## src/rtl/alu_seq.sv

```systemverilog
// Clocked ALU with a valid/ready input handshake, an iterative shift-add multiplier and an accumulator.
// Optional status flags (flag_z/flag_c/flag_v) are compiled in when ALU_FLAGS_EN is defined.
module alu_seq #(
    parameter int WIDTH  = 8,
    parameter int MUL_EN = 1
) (
    input  logic             clk,
    input  logic             rst,
    input  logic             in_valid,
    output logic             in_ready,
    input  logic [2:0]       opcode,
    input  logic [WIDTH-1:0] a,
    input  logic [WIDTH-1:0] b,
    input  logic             acc_sel,
    input  logic             acc_clr,
    output logic [WIDTH-1:0] result,
    output logic             out_valid,
    output logic [WIDTH-1:0] acc
`ifdef ALU_FLAGS_EN
    ,
    output logic             flag_z,
    output logic             flag_c,
    output logic             flag_v
`endif
);

    localparam int CNT_W = $clog2(WIDTH) + 1;
    localparam logic [CNT_W-1:0] LAST_STEP = CNT_W'(WIDTH - 1);
    localparam bit MUL_ON = (MUL_EN != 0);

    typedef enum logic {IDLE, BUSY} state_t;

    state_t state, state_next;

    logic accept;
    logic is_mul;
    logic start_mul;
    logic do_single;
    logic mul_done;

    logic [WIDTH-1:0]   op_a;
    logic [WIDTH:0]     add_full;
    logic [WIDTH:0]     sub_full;
    logic [WIDTH-1:0]   alu_res;

    logic [WIDTH-1:0]   mcand;
    logic [2*WIDTH-1:0] prod;
    logic [CNT_W-1:0]   cnt;
    logic [WIDTH:0]     step_sum;
    logic [2*WIDTH-1:0] prod_next;

    assign accept = in_valid & in_ready;
    assign is_mul = MUL_ON && (opcode == 3'b110);
    assign op_a   = acc_sel ? acc : a;

    // State register
    always_ff @(posedge clk or posedge rst) begin
        if (rst) begin
            state <= IDLE;
        end else begin
            state <= state_next;
        end
    end

    // Next-state logic
    always_comb begin
        state_next = state;
        case (state)
            IDLE: if (accept && is_mul) state_next = BUSY;
            BUSY: if (cnt == LAST_STEP) state_next = IDLE;
            default: state_next = IDLE;
        endcase
    end

    // Output / control decode
    always_comb begin
        in_ready  = 1'b0;
        start_mul = 1'b0;
        do_single = 1'b0;
        mul_done  = 1'b0;
        case (state)
            IDLE: begin
                in_ready  = 1'b1;
                start_mul = in_valid & is_mul;
                do_single = in_valid & ~is_mul;
            end
            BUSY: mul_done = (cnt == LAST_STEP);
            default: ;
        endcase
    end

    // Single-cycle operations
    always_comb begin
        add_full = {1'b0, op_a} + {1'b0, b};
        sub_full = {1'b0, op_a} - {1'b0, b};
        case (opcode)
            3'b000:  alu_res = ~op_a;
            3'b001:  alu_res = op_a & b;
            3'b010:  alu_res = op_a | b;
            3'b011:  alu_res = add_full[WIDTH-1:0];
            3'b100:  alu_res = op_a ^ b;
            3'b101:  alu_res = sub_full[WIDTH-1:0];
            default: alu_res = '0;
        endcase
    end

`ifdef ALU_FLAGS_EN
    logic alu_c;
    logic alu_v;

    always_comb begin
        alu_c = 1'b0;
        alu_v = 1'b0;
        if (opcode == 3'b011) begin
            alu_c = add_full[WIDTH];
            alu_v = (op_a[WIDTH-1] == b[WIDTH-1]) && (add_full[WIDTH-1] != op_a[WIDTH-1]);
        end else if (opcode == 3'b101) begin
            alu_c = sub_full[WIDTH];
            alu_v = (op_a[WIDTH-1] != b[WIDTH-1]) && (sub_full[WIDTH-1] != op_a[WIDTH-1]);
        end
    end
`endif

    // Right-shifting shift-add: the multiplier sits in the low half of prod and is consumed LSB first
    assign step_sum  = {1'b0, prod[2*WIDTH-1:WIDTH]} + {1'b0, (prod[0] ? mcand : {WIDTH{1'b0}})};
    assign prod_next = {step_sum, prod[WIDTH-1:1]};

    always_ff @(posedge clk or posedge rst) begin
        if (rst) begin
            mcand     <= '0;
            prod      <= '0;
            cnt       <= '0;
            result    <= '0;
            out_valid <= 1'b0;
            acc       <= '0;
`ifdef ALU_FLAGS_EN
            flag_z    <= 1'b0;
            flag_c    <= 1'b0;
            flag_v    <= 1'b0;
`endif
        end else begin
            if (start_mul) begin
                mcand <= op_a;
                prod  <= {{WIDTH{1'b0}}, b};
                cnt   <= '0;
            end else if (state == BUSY) begin
                prod <= prod_next;
                cnt  <= cnt + 1'b1;
            end

            out_valid <= do_single | mul_done;

            if (do_single) begin
                result <= alu_res;
`ifdef ALU_FLAGS_EN
                flag_z <= (alu_res == '0);
                flag_c <= alu_c;
                flag_v <= alu_v;
`endif
            end else if (mul_done) begin
                result <= prod_next[WIDTH-1:0];
`ifdef ALU_FLAGS_EN
                flag_z <= (prod_next[WIDTH-1:0] == '0);
                flag_c <= (prod_next[2*WIDTH-1:WIDTH] != '0);
                flag_v <= (prod_next[2*WIDTH-1:WIDTH] != '0);
`endif
            end

            // Clear wins over a simultaneous result load
            if (acc_clr) begin
                acc <= '0;
            end else if (do_single) begin
                acc <= alu_res;
            end else if (mul_done) begin
                acc <= prod_next[WIDTH-1:0];
            end
        end
    end

endmodule

```

## config.mk

```make
export PLATFORM = sky130hd
export DESIGN_NAME = alu_seq
export DESIGN_NICKNAME = d
export VERILOG_FILES = /design/src/rtl/alu_seq.sv
export SDC_FILE = /design/constraint.sdc
export NUM_CORES = 1
export LEC_CHECK = 0
export ABC_AREA = 1
export CAP_MARGIN = 20
export CORE_MARGIN = 2
export CORE_UTILIZATION = 30
export DETAILED_ROUTE_END_ITERATION = 8
export PLACE_DENSITY = 0.55
export REMOVE_ABC_BUFFERS = 1
export SLEW_MARGIN = 30
export SYNTH_ARGS = -nofsm -noshare
export SYNTH_HDL_FRONTEND = slang
export SYNTH_SLANG_ARGS = --single-unit
export TNS_END_PERCENT = 20
```

## constraint.sdc

```tcl
create_clock -name clk -period 4.9 [get_ports clk]
set_clock_uncertainty 0.05 [all_clocks]
set_input_delay 1.47 -clock clk [delete_from_list [all_inputs] [get_ports clk]]
set_output_delay 1.47 -clock clk [all_outputs]
set_load 0.02 [all_outputs]
```

==> summary.md <==
| Metric | Value |
|---|---|
| Post-synthesis average cell area | `roughly 7.3 um2` |
| Clk pin slew, worst setup/hold paths | `roughly 0.07 ns` |
| M1 GR Usage | `0.223` |
| Core Area | `~0.011 mm2` |
| R2R Path End | `acc[2]` |
| Synthesized instance count | `468` |
| Critical path arrival | `about 4.2 ns` |
| Clock Latency Late Sink | `approximately 0.29 ns` |
| Routed WL per cell | `between 10 and 15 um` |
| Initial antenna violation count | `0` |
| Routability cong. | `between 0.8 and 0.9` |
| Min cycle time layout | `around 4.0 ns` |
| Yosys cell types | `38` |
| Max-cap viol count | `0` |
| Critical R2R Launch | `acc[0]` |
| CP Data Required Time | `approximately 5.0 ns` |
| GRT busiest layer | `met2` |
| Most common cell in the synthesized netlist | `nand2_1` |
| Min-Delay Path Depth | `2` |
| Post-CTS setup buffers | `0` |
| Final worst-path setup slack | `about 0.85 ns` |
| Top cells by count, synth | `nand2_1 (149), inv_1 (69), dfrtp_1 (46), ha_1 (33), o21ai_0 (26)` |
| Maximum buffer depth of the clock tree | `2` |
| Post-synth EDFFs | `0` |
| Fmax achieved | `247 MHz` |
| Cell Area, Synth | `0.00343 mm2` |
| Die area | `around 0.012 mm2` |
| Starting Density | `0.305` |
| Chip height | `111 um` |
| Antenna Cells | `0` |
| Synth warn | `0` |
| # IOs | `between 40 and 50` |
| Worst-Margin Slew | `around 0.69 ns` |
| NumNets Final | `roughly 570` |
| Final ANT Viol Nets | `0` |
| Pwr dens | `approximately 420 mW/mm2` |
| Unrepaired setup endpoints after global routing | `no` |
| Largest net degree at the start of global routing | `47` |
| Outcome | `complete, no violations` |
| GR met2 Demand/Resource | `0.259` |
| CTS tree | `built` |
| Hold Crit Class | `flip-flop to flip-flop` |
| Setup-failing EPs final | `0` |
| Hold EP | `result[4]` |
| Overall Global Routing Usage | `0.159` |
| Rows | `39` |
| Port Buffers | `41` |
| Share of layout cells above drive strength 1 | `0.0629` |
| Clk sinks | `between 40 and 50` |
| DR vias | `approximately 3,100` |
| Critical Path Start Type | `input port` |
| Total gr overflow | `0` |
| DRT Pass-1 Iters | `4` |
| Crit path capture type | `flip-flop` |
| Pre-CTS WS | `about 0.56 ns` |
| Synth Register Bits | `46` |
| FILL cells | `between 1,000 and 1,500` |
| TNS Setup | `0 ns` |
| Top cells by area, synth | `dfrtp_1 (34%), nand2_1 (16%), ha_1 (12%)` |
| Post-cts repair resize count | `0` |
| Met3 usage | `0.0219` |
| First-pass GRT wire length | `roughly 16 mm` |
| Crit path max fanout | `10` |
| Leak | `roughly 2.2 nW` |
| Max Slew Vio Count | `0` |
| CTS Hold Bufs | `0` |
| Initial drt markers | `217` |
| Final period util | `0.826` |
| Worst relative slew slack | `0.536` |
| Synth Flop Type | `dfrtp_1` |
| Vias per std cell | `4.82` |
| Post-synth top area share | `0.335` |
| Vias in the first global route | `roughly 3,000` |
| Area leader, netlist | `dfrtp_1` |
| Routed WL | `9.41 mm` |
| Die span in x | `between 100 and 150 um` |
| Fin. Hold Viols | `0` |
| Cts bufs inserted | `5` |
| Post-synthesis sequential area ratio | `0.335` |
| VDD IR-drop max | `0.179 mV` |
| Residual DRC | `0` |
| Critical path class | `input port to flip-flop` |
| Area Overhead vs Synth | `20.0%` |
| Min-delay src | `result[4]` |
| Ys async rst share | `1.00` |
| FF-to-FF path depth | `12` |
| DP Wirelength | `7.50 mm` |
| CTS root buf | `clkbuf_16` |
| H-tree depth | `2` |
| FF-to-FF setup slack | `~2.5 ns` |
==> layout make-up <==
type                       instances  area [um2]  share of cell area
multi-input combinational        336        1930               0.468
sequential                        46        1150               0.279
timing repair buffer              42         418               0.101
inverter                          77         297              0.0720
tap                              143         179              0.0434
clock buffer                       5         125              0.0304
clock inverter                     3        23.8             0.00577
==> critical path: stages <==
cell and delay, ns:
clkdlybuf4s50_1 0.76, inv_4 0.09, or2_1 0.23, o21ai_2 0.12, ha_1 0.25, fa_1 0.19, inv_1 0.07, or2_2 0.27
nand3_1 0.09, o2111ai_1 0.10, o21ai_0 0.20, o21ai_1 0.13, o21ai_1 0.13, inv_1 0.05
==> flip-flops by register name, indices dropped and copies added (netlist names) <==
name	flops
prod	16
acc	8
cnt	4
result	8
out_valid	1
state	1
mcand	8
==> per-layer routing <==
| metal | routed length, um | vias to the layer above |
|---|---|---|
| met5 | 0 | - |
| met3 | 252 | 7 |
| li1 | - | 1603 |
| met1 | 4620 | 1478 |
| met2 | 4410 | 53 |
| met4 | 122 | 0 |
==> where the power goes <==
group	switching [W]	leakage (nW)	internal [W]
clock network	0.000153	0.0664	0.000191
logic	0.000471	1.52	0.000305
registers	0.000106	0.607	0.000520
total	0.000731	2.20	0.00102
==> layout by cell type, fill, tap and decap left out, drive strengths merged, types with 2 or more instances in the layout <==
master and instances:
nand2 152, inv 78, dfrtp 46, clkdlybuf4s50 41, o21ai 40, ha 33, nor2 25, nand3 21
a21oi 13, nand4 9, o221ai 8, xor2 6, or2 6, clkbuf 5, a21o 3, o22ai 3
a22o 3, o2111ai 2, o2bb2ai 2, nor3 2, o31ai 2, fa 2, clkinvlp 2
==> through the flow <==
stage	util	area (um2)	power, W	instances	hold WS (ns)
finish	0.366	4120	0.00175	652	0.435
global route	0.366	4120	0.00188	652	0.465
CTS	0.366	4120	0.00176	652	0.442
detailed placement	0.352	3970	0.00141	644	0.424
global placement	0.352	3970	0.00140	644	0.417
floorplan	-	3370	0.00112	459	0.403
==> cells by family after synthesis <==
| kind of cell | Yosys count | synth area share |
|---|---|---|
| compound gates | 80 | 0.148 |
| xor+xnor | 6 | 0.0153 |
| fa+ha+maj | 35 | 0.132 |
| buf+inv | 86 | 0.103 |
| flops | 46 | 0.335 |
| simple gates | 215 | 0.266 |
==> worst max-delay path by stage <==
stage,slack [ns],endpoint,start,depth (start not counted)
floorplan,1.39,acc[5],b[1],17
global placement,0.56,acc[5],b[0],18
detailed placement,0.56,acc[5],b[0],18
CTS,0.87,acc[5],b[0],18
global route,0.55,acc[7],b[0],21
finish,0.85,acc[2],acc_sel,14
Note: power is estimated with default switching activity, not from simulation.
